$ cat src/rtl/fetch_queue.sv
// LC-3b fetch stage: owns the fetch PC, issues single-outstanding I-cache reads, buffers {pc, ir} in a FIFO.
// Optional FETCH_QUEUE_BYPASS_EN: hand a response straight to decode when the FIFO is empty.
module fetch_queue #(
  parameter int unsigned      WIDTH    = 16,
  parameter int unsigned      DEPTH    = 4,
  parameter int unsigned      PC_INC   = 2,
  parameter logic [WIDTH-1:0] PC_RESET = '0
) (
  input  logic                     clk,
  input  logic                     reset_n,
  input  logic                     redirect,
  input  logic [WIDTH-1:0]         redirect_pc,
  output logic [WIDTH-1:0]         icache_address,
  output logic                     icache_read,
  input  logic [WIDTH-1:0]         icache_rdata,
  input  logic                     icache_resp,
  output logic                     out_valid,
  input  logic                     out_ready,
  output logic [WIDTH-1:0]         out_pc,
  output logic [WIDTH-1:0]         out_new_pc,
  output logic [WIDTH-1:0]         out_ir,
  output logic [$clog2(DEPTH):0]   count
);

  localparam int unsigned      AW     = $clog2(DEPTH);
  localparam int unsigned      CW     = AW + 1;
  localparam logic [WIDTH-1:0] LP_INC = WIDTH'(PC_INC);
  localparam logic [CW-1:0]    LP_FULL = CW'(DEPTH);

  typedef enum logic [1:0] {
    ST_IDLE,
    ST_REQ,
    ST_SQUASH
  } state_t;

  state_t           r_state;
  state_t           w_state_nxt;
  logic [WIDTH-1:0] r_fetch_pc;
  logic [WIDTH-1:0] w_fetch_pc_nxt;
  logic [WIDTH-1:0] w_fetch_pc_inc;
  logic [WIDTH-1:0] r_req_addr;
  logic [WIDTH-1:0] w_req_addr_nxt;

  logic [WIDTH-1:0] r_mem_pc [DEPTH];
  logic [WIDTH-1:0] r_mem_ir [DEPTH];
  logic [AW-1:0]    r_head;
  logic [AW-1:0]    r_tail;
  logic [CW-1:0]    r_count;
  logic [CW-1:0]    w_count_nxt;

  logic w_fifo_valid;
  logic w_resp_ok;
  logic w_bypass;
  logic w_bypass_take;
  logic w_push;
  logic w_pop;
  logic w_space;

  // Handshake and occupancy; a redirect hides the head so nothing pops in the flush cycle.
  always_comb begin
    w_fifo_valid = (r_count != '0);
    w_resp_ok    = (r_state == ST_REQ) && icache_resp && !redirect;
`ifdef FETCH_QUEUE_BYPASS_EN
    w_bypass     = w_resp_ok && !w_fifo_valid;
`else
    w_bypass     = 1'b0;
`endif
    w_bypass_take = w_bypass && out_ready;
    out_valid     = !redirect && (w_fifo_valid || w_bypass);
    out_pc        = w_bypass ? r_req_addr   : r_mem_pc[r_head];
    out_ir        = w_bypass ? icache_rdata : r_mem_ir[r_head];
    out_new_pc    = out_pc + LP_INC;
    w_pop         = out_valid && out_ready && !w_bypass;
    w_push        = w_resp_ok && !w_bypass_take;
    w_count_nxt   = redirect ? '0 : (r_count + CW'(w_push) - CW'(w_pop));
    w_space       = (w_count_nxt < LP_FULL);
  end

  always_comb begin
    w_state_nxt    = r_state;
    w_fetch_pc_nxt = r_fetch_pc;
    w_req_addr_nxt = r_req_addr;
    w_fetch_pc_inc = r_fetch_pc + LP_INC;
    case (r_state)
      ST_IDLE: begin
        if (redirect) begin
          w_fetch_pc_nxt = redirect_pc;
          w_req_addr_nxt = redirect_pc;
          w_state_nxt    = ST_REQ;
        end else if (w_space) begin
          w_req_addr_nxt = r_fetch_pc;
          w_state_nxt    = ST_REQ;
        end
      end
      ST_REQ: begin
        if (redirect) begin
          w_fetch_pc_nxt = redirect_pc;
          if (icache_resp) begin
            w_req_addr_nxt = redirect_pc;
          end else begin
            w_state_nxt = ST_SQUASH;
          end
        end else if (icache_resp) begin
          w_fetch_pc_nxt = w_fetch_pc_inc;
          if (w_space) begin
            w_req_addr_nxt = w_fetch_pc_inc;
          end else begin
            w_state_nxt = ST_IDLE;
          end
        end
      end
      ST_SQUASH: begin
        // The stale read must complete before the new target can be requested.
        if (redirect) begin
          w_fetch_pc_nxt = redirect_pc;
        end
        if (icache_resp) begin
          w_req_addr_nxt = redirect ? redirect_pc : r_fetch_pc;
          w_state_nxt    = ST_REQ;
        end
      end
      default: w_state_nxt = ST_IDLE;
    endcase
  end

  always_ff @(posedge clk or negedge reset_n) begin
    if (!reset_n) begin
      r_state    <= ST_IDLE;
      r_fetch_pc <= PC_RESET;
      r_req_addr <= PC_RESET;
      r_head     <= '0;
      r_tail     <= '0;
      r_count    <= '0;
    end else begin
      r_state    <= w_state_nxt;
      r_fetch_pc <= w_fetch_pc_nxt;
      r_req_addr <= w_req_addr_nxt;
      r_count    <= w_count_nxt;
      if (redirect) begin
        r_head <= '0;
        r_tail <= '0;
      end else begin
        if (w_push) r_tail <= r_tail + AW'(1);
        if (w_pop)  r_head <= r_head + AW'(1);
      end
    end
  end

  always_ff @(posedge clk or negedge reset_n) begin
    if (!reset_n) begin
      for (int unsigned i = 0; i < DEPTH; i++) begin
        r_mem_pc[i] <= '0;
        r_mem_ir[i] <= '0;
      end
    end else if (w_push) begin
      r_mem_pc[r_tail] <= r_req_addr;
      r_mem_ir[r_tail] <= icache_rdata;
    end
  end

  assign icache_read    = (r_state != ST_IDLE);
  assign icache_address = r_req_addr;
  assign count          = r_count;

`ifndef SYNTHESIS
  a_no_push_when_full : assert property (@(posedge clk) disable iff (!reset_n)
    !(w_push && (r_count == LP_FULL)));
`endif

endmodule

$ cat config.mk
export PLATFORM = sky130hd
export DESIGN_NAME = fetch_queue
export DESIGN_NICKNAME = d
export VERILOG_FILES = /design/src/rtl/fetch_queue.sv
export SDC_FILE = /design/constraint.sdc
export NUM_CORES = 1
export LEC_CHECK = 0
export ABC_AREA = 1
export BUFFER_PORTS_ARGS = -buffer_cell sky130_fd_sc_hd__buf_2
export CAP_MARGIN = 20
export CELL_PAD_IN_SITES_DETAIL_PLACEMENT = 0
export CELL_PAD_IN_SITES_GLOBAL_PLACEMENT = 1
export CORE_UTILIZATION = 39
export DETAILED_ROUTE_END_ITERATION = 8
export PLACE_DENSITY = 0.85
export SLEW_MARGIN = 10
export SYNTH_ARGS = -nofsm -noshare
export SYNTH_HDL_FRONTEND = slang
export SYNTH_SLANG_ARGS = --single-unit
$ cat constraint.sdc
create_clock -name clk -period 2.45 [get_ports clk]
set_input_delay 0.245 -clock clk [delete_from_list [all_inputs] [get_ports clk]]
set_output_delay 0.245 -clock clk [all_outputs]
set_load 0.02 [all_outputs]
==> results of run 1 <==
-- path summary, 6_finish.rpt --
kind	end	slack, ps	startpoint	depth (start not counted)
worst max-delay path	out_new_pc[13]	-60	r_head[0]$_DFFE_PN0P_	12
worst min-delay path	r_mem_ir[12]$_DFFE_PN0P_	110	icache_rdata[12]	3
worst max register to register	icache_address[8]$_DFFE_PN0P_	0	r_state[1]$_DFFE_PN0P_	16
worst min register to register	r_mem_pc[17]$_DFFE_PN0P_	480	r_mem_pc[17]$_DFFE_PN0P_	2
max in group asynchronous	r_head[0]$_DFFE_PN0P_	1230	reset_n	3
min in group asynchronous	r_tail[0]$_DFFE_PN0P_	360	reset_n	2
-- layout make-up --
| cell class | count | share of cell area |
|---|---|---|
| Sequential cell | 169 | 0.373 |
| Inverter | 83 | 0.0294 |
| Tap cell | 285 | 0.0314 |
| Multi-Input combinational cell | 830 | 0.383 |
| Timing Repair inverter | 3 | 0.00364 |
| Clock buffer | 19 | 0.0390 |
| Timing Repair Buffer | 180 | 0.121 |
| Clock inverter | 13 | 0.0191 |
-- worst reg2reg max path, stage by stage, from the launching register on --
cell and delay [ps]:
dfrtp_2 440, nor2_8 130, nand2_4 70, nor2_8 80
inv_2 50, ha_4 230, inv_2 60, ha_4 110
inv_2 30, fa_2 380, nand3_2 80, nand4_1 160
nand2_4 180, buf_12 130, nor2_2 30, o21ai_1 80
nand2_1 70
-- report_power, final --
part	total (mW)	switching (mW)	leakage [nW]	internal, mW
logic	8.05	4.95	3.09	3.10
clock network	3.00	1.16	0.310	1.85
registers	4.48	0.715	2.21	3.77
-- repair_timing --
action | 4_1_cts | 5_1_grt
hold endpoints to repair | 53 | 0
resized for setup | 15 | 129
gates cloned | 2 | 6
setup endpoints to repair | 20 | 31
hold buffers | 1 | 0
pin swaps | 20 | 56
buffers inserted | 25 | 19
-- logic make-up (layout without fill, tap and decap cells) --
family / after synthesis / count (layout) / synth area share
compound gates: 258 / 258 / 0.153
xor+xnor: 6 / 6 / 0.00586
fa+ha+maj: 9 / 9 / 0.0134
buf+inv: 146 / 298 / 0.0894
flops: 169 / 169 / 0.471
simple gates: 557 / 557 / 0.267
-- flip-flops by register name, indices dropped and copies added, names as in the netlist --
register and count:
icache_address 16, r_head 2, r_fetch_pc 16, count 3
r_mem_pc 64, r_mem_ir 64, r_tail 2, r_state 2
-- metrics by stage --
stage	area, µm²	hold slack [ps]	util	worst slack [ps]
floorplan	9050	-50.6	-	-30.9
global placement	9670	243	0.429	49.0
detailed placement	9670	249	0.429	-38.0
CTS	10600	101	0.470	-5.53
global route	11300	106	0.503	-207
finish	11300	107	0.503	-62.5
-- synthesized netlist by cell type (2+ instances only) --
master,count,area [µm²]
nand3_1,55,275
nand4_1,13,81.3
nand3_2,4,40.0
o21ai_0,68,340
o21ai_1,133,666
dfrtp_1,169,4230
buf_6,24,270
a21oi_1,20,100
inv_2,8,30.0
clkbuf_1,10,37.5
nor2_1,97,364
nor2_4,5,56.3
nand2_2,10,62.6
o22ai_1,20,125
xor2_1,5,43.8
buf_4,6,45.0
nor2_2,9,56.3
nand2_1,352,1320
inv_4,2,12.5
nor2_8,2,40.0
ha_1,8,100
o21ai_2,8,70.1
nand2_4,8,90.1
a21boi_0,2,15.0
o211ai_1,3,22.5
inv_1,71,267
buf_2,22,110
-- per-layer routing --
metal | GRT usage | wire length (µm) | vias to the layer above
met1 | 0.288 | 11300 | 3836
met5 | 0 | 0 | -
li1 | - | - | 4007
met3 | 0.0386 | 1460 | 19
met4 | 0.0514 | 267 | 0
met2 | 0.326 | 11600 | 229
==> flow_summary_export.csv, run 1 <==
group,metric,value,unit
pwr,ir_worst_vdd,847,µV
global_route,grt.overflow.total,0,
synthesis,synth_edf_count,0,
clocking,numCtsBuffers,17,
floorplan,num_rows,55,
synthesis,yosys_warnings,0,
timing,setup_tns,-196,ps
timing,finClkSkew,9.60,ps
layout,seq_area,4240,µm²
run_status,violations,"setup timing",
synthesis,ys_ff_latch,169,
worst_setup_path,critical-path-top-delay-family,"simple AND/OR/NAND/NOR gates",
worst_setup_path,crit_type,"reg2out",
timing,finalCriticalPeriod,2510,ps
worst_setup_path,crit_chain,"buf_12, clkinv_8, buf_6, o211ai_1, nand2_2, ha_4, nand2_4, nor2_4, nand3_1, nand2_1, nand2_1, buf_2",
clocking,cts_tree,"done",
synthesis,async_flop_share,1.00,
clocking,clockBufferDepth,2,
drt,vias,8091,
floorplan,start_util,0.398,
flow_run,max_cap_viol_count,0,
worst_setup_path,path_buf_inv,4,
global_route,grt_pass1_wl,38800,µm
synthesis,synth.avg_cell_area,7.84,µm²
drt,drtAntennaViolNets,0,
worst_setup_path,cpMostUsedCell,"nand2_1",
min_path,hold_path_class,"in2reg",
worst_setup_path,critical_path.max_fanout,7,
pwr,p_leak,5.62,nW
timing,worstMarginPinSlew,790,ps
global_route,grt_pass1_vias,7415,
worst_setup_path,cp.required,2200,ps
global_route,grt_max_degree,65,
synthesis,mappedNetlistArea,8970,µm²
drt,drt-vias-per-instance,5.11,
timing,finalHoldViolations,0,
drt,drt_iter0_drc,672,
synthesis,ys_types,38,
synthesis,ys_seq_area_frac,0.471,
floorplan,die_h,154,µm
placement,gp_congestion,0.836,
layout,num_antenna_cells,0,
synthesis,synth_fp_nets,1191,
synthesis,synth-main-ff-cell,"dfrtp_1",
floorplan,die-area,23600,µm²
worst_setup_path,cpPeakStageDelay,520,ps
drt,route.detailed.drc,0,
clocking,root_buffer,"clkbuf_16",
pwr,pwr_density_cell,1370,nW/µm²
drt,routedWlPerCell,15.6,µm
placement,port_buffers,105,
timing,fmax,398,MHz
layout,drive_gt1_frac,0.272,
layout,fillers,2156,
layout,final_cell_count_no_fill,1582,
global_route,grtUsageTotal,0.206,
timing,slew_headroom,0.473,
timing,rsz0062_at_grt,"true",
worst_setup_path,cp-start-kind,"register",
clocking,cts_num_sinks,169,
layout,layout_commonest_cell,"nand2_1",
floorplan,die_x,154,µm
run_status,status,"finished, violations left",
worst_setup_path,worstPathArrival,2270,ps
floorplan,fp.coreArea,22600,µm²
clocking,htreeDepth,4,
layout,multiInputGateArea,4350,µm²
layout,most-common-layout-cells,"318 x nand2_1, 164 x dfrtp_1, 136 x o21ai_1",
layout,area_growth,26.5,%
worst_setup_path,crit_slowest_cell,"dfrtp_4",
timing,fin_ws,-62.5,ps
timing,finalCritPeriodShare,1.03,
placement,dp_hpwl,15200,µm
placement,placed_cells,1498,
pwr,p_total,15.5,mW
drt,finalWirelength,24600,µm
layout,nets,1330,
timing,slew_violations,0,
floorplan,io_pins,106,
worst_setup_path,crit_path_end_kind,"output port",
global_route,antenna_found_initial,0,
synthesis,syn_inst,1145,
clocking,path_clk_slew,70,ps
drt,first_pass_iters,5,
timing,report.final.setup_viol,7,
clocking,clk_latency,440,ps
Power figures use the tool's default switching activity.
==> inputs of run 2 (changes only) <==
- PLACE_DENSITY: 0.85 -> unset
- PLACE_DENSITY_LB_ADDON: unset -> 0.1
==> flow_summary_export.csv, run 2 (synthesis results as in run 1) <==
group,metric,value,unit
layout,largest_registers,"r_mem_ir (64), r_mem_pc (64)",
timing,finalCritPeriodShare,1.01,
worst_setup_path,reg2reg_from,"r_state[0]$_DFFE_PN0P_",
worst_setup_path,cp-start-kind,"register",
pwr,ir_worst_vdd,719,µV
worst_setup_path,crit_path_end_kind,"register",
worst_setup_path,crit_type,"reg2reg",
global_route,grtUsageTotal,0.216,
drt,finalWirelength,24300,µm
placement,port_buffers,105,
clocking,numCtsBuffers,17,
placement,placed_cells,1500,
layout,layout_commonest_cell,"nand2_1",
timing,slew_violations,0,
layout,num_antenna_cells,0,
global_route,grt.overflow.total,0,
pwr,sequentialPowerShare,0.305,
floorplan,die-area,23600,µm²
worst_setup_path,crit_start,"r_state[0]$_DFFE_PN0P_",
floorplan,die_x,154,µm
placement,dp_hpwl,15900,µm
drt,drt-vias-per-instance,4.98,
worst_setup_path,reg2regPathDepth,18,
timing,fin_ws,-27.1,ps
worst_setup_path,worstPathArrival,2830,ps
clocking,root_buffer,"clkbuf_16",
min_path,min_delay_path_depth,3,
floorplan,fp.coreArea,22600,µm²
global_route,grt_pass1_wl,40500,µm
timing,report.final.setup_viol,6,
drt,first_pass_iters,5,
flow_run,max_cap_viol_count,0,
pwr,power_frac_comb,0.499,
floorplan,start_util,0.398,
timing,finalHoldViolations,0,
layout,most-common-layout-cells,"335 x nand2_1, 164 x dfrtp_1, 138 x o21ai_1",
pwr,pwr_density_cell,1350,nW/µm²
clocking,clockBufferDepth,2,
pwr,power.internal,8.05,mW
worst_setup_path,critical_path.max_fanout,16,
clocking,clk_latency,430,ps
drt,drt_iter0_drc,455,
layout,nets,1310,
clocking,htreeDepth,4,
floorplan,die_h,154,µm
layout,drive_gt1_frac,0.234,
global_route,antenna_found_initial,0,
timing,finClkSkew,9.01,ps
pwr,swShare,0.448,
pwr,clkPwrFrac,0.195,
clocking,path_clk_slew,70,ps
floorplan,num_rows,55,
worst_setup_path,r2r-end,"icache_address[12]$_DFFE_PN0P_",
layout,fin_util,0.479,
min_path,hold_start,"icache_rdata[6]",
drt,drtAntennaViolNets,0,
timing,fmax,404,MHz
layout,final_cell_count_no_fill,1561,
worst_setup_path,r2r_setup_slack,-30,ps
pwr,p_sw,6.54,mW
timing,slew_headroom,0.471,
run_status,violations,"setup timing",
min_path,hold_path_class,"in2reg",
layout,fillers,2322,
drt,route.detailed.drc,0,
timing,whs,115,ps
layout,area_growth,20.5,%
min_path,min_to,"r_mem_ir[6]$_DFFE_PN0P_",
pwr,p_leak,5.36,nW
drt,vias,7773,
floorplan,io_pins,106,
timing,worstMarginPinSlew,794,ps
timing,setup_tns,-84.2,ps
layout,seq_area,4240,µm²
timing,finalCriticalPeriod,2480,ps
clocking,cts_tree,"done",
layout,multiInputGateArea,4150,µm²
worst_setup_path,cp.required,2800,ps
global_route,grt_pass1_vias,7542,
clocking,cts_num_sinks,169,
timing,rsz0062_at_grt,"true",
drt,routedWlPerCell,15.6,µm
run_status,status,"finished, violations left",
placement,gp_congestion,0.840,
global_route,grt_max_degree,65,
[run 2: layout make-up]
class | count | area share
clock inverters | 14 | 0.0172
clock buffers | 17 | 0.0393
repair inverters | 1 | 0.00104
multi-input cells | 830 | 0.384
well taps | 285 | 0.0330
flip-flops and latches | 169 | 0.392
inverters | 83 | 0.0311
repair buffers | 162 | 0.103
[run 2: power by group through the flow]
stage / Sequential, mW / Clock [mW] / Combinational, mW
6_report: 4.45 / 2.85 / 7.29
3_5_place_dp: 4.48 / 0 / 6.53
3_3_place_gp: 4.47 / 0 / 6.50
5_1_grt: 4.57 / 3.02 / 8.12
4_1_cts: 4.44 / 2.92 / 6.88
2_1_floorplan: 4.45 / 0 / 4.64
[run 2: worst max-delay path, cell delays in order (launching register included)]
cell and delay, ps:
dfrtp_1 420, inv_6 50, nor2_8 110, nand2_4 80
nor2_8 110, inv_2 50, ha_4 200, inv_2 60
ha_4 120, inv_2 30, fa_2 370, inv_2 70
nand2_2 50, nand4_1 160, nand2_4 120, buf_12 150
inv_8 90, nand2_1 50, o21ai_1 100
[run 2: worst max-delay path by stage]
stage / end / slack (ps) / depth (start not counted)
finish: icache_address[12]$_DFFE_PN0P_ / -30 / 18
global route: icache_address[3]$_DFFE_PN0P_ / -160 / 18
CTS: icache_address[9]$_DFFE_PN0P_ / -2 / 17
detailed placement: icache_address[9]$_DFFE_PN0P_ / -30 / 18
global placement: icache_address[9]$_DFFE_PN0P_ / 40 / 18
floorplan: icache_address[2]$_DFFE_PN0P_ / -30 / 18
[run 2: per-layer routing]
| metal | global-route usage | share of wire | up-vias |
|---|---|---|---|
| met4 | 0.0467 | 0.0078 | 0 |
| met2 | 0.349 | 0.46 | 122 |
| li1 | - | - | 3972 |
| met1 | 0.306 | 0.50 | 3661 |
| met5 | 0 | 0 | - |
| met3 | 0.0349 | 0.030 | 18 |
[run 2: timing repair]
| item | CTS | global route |
|---|---|---|
| endpoints found under the setup margin | 18 | 30 |
| endpoints found under the hold margin | 55 | 0 |
| hold buffers | 1 | 0 |
| setup buffers | 15 | 13 |
| cloned | 2 | 0 |
| gates resized for setup | 17 | 63 |
| pin swaps | 8 | 18 |
[run 2: per-stage QoR]
stage	worst slack (ps)	total power, mW	cell area (µm²)
after detailed placement	-29.0	11.0	9710
after global placement	36.4	11.0	9710
after global routing	-164	15.7	10800
final	-27.1	14.6	10800
after CTS	-2.34	14.2	10500
after floorplan	-30.9	9.09	9050
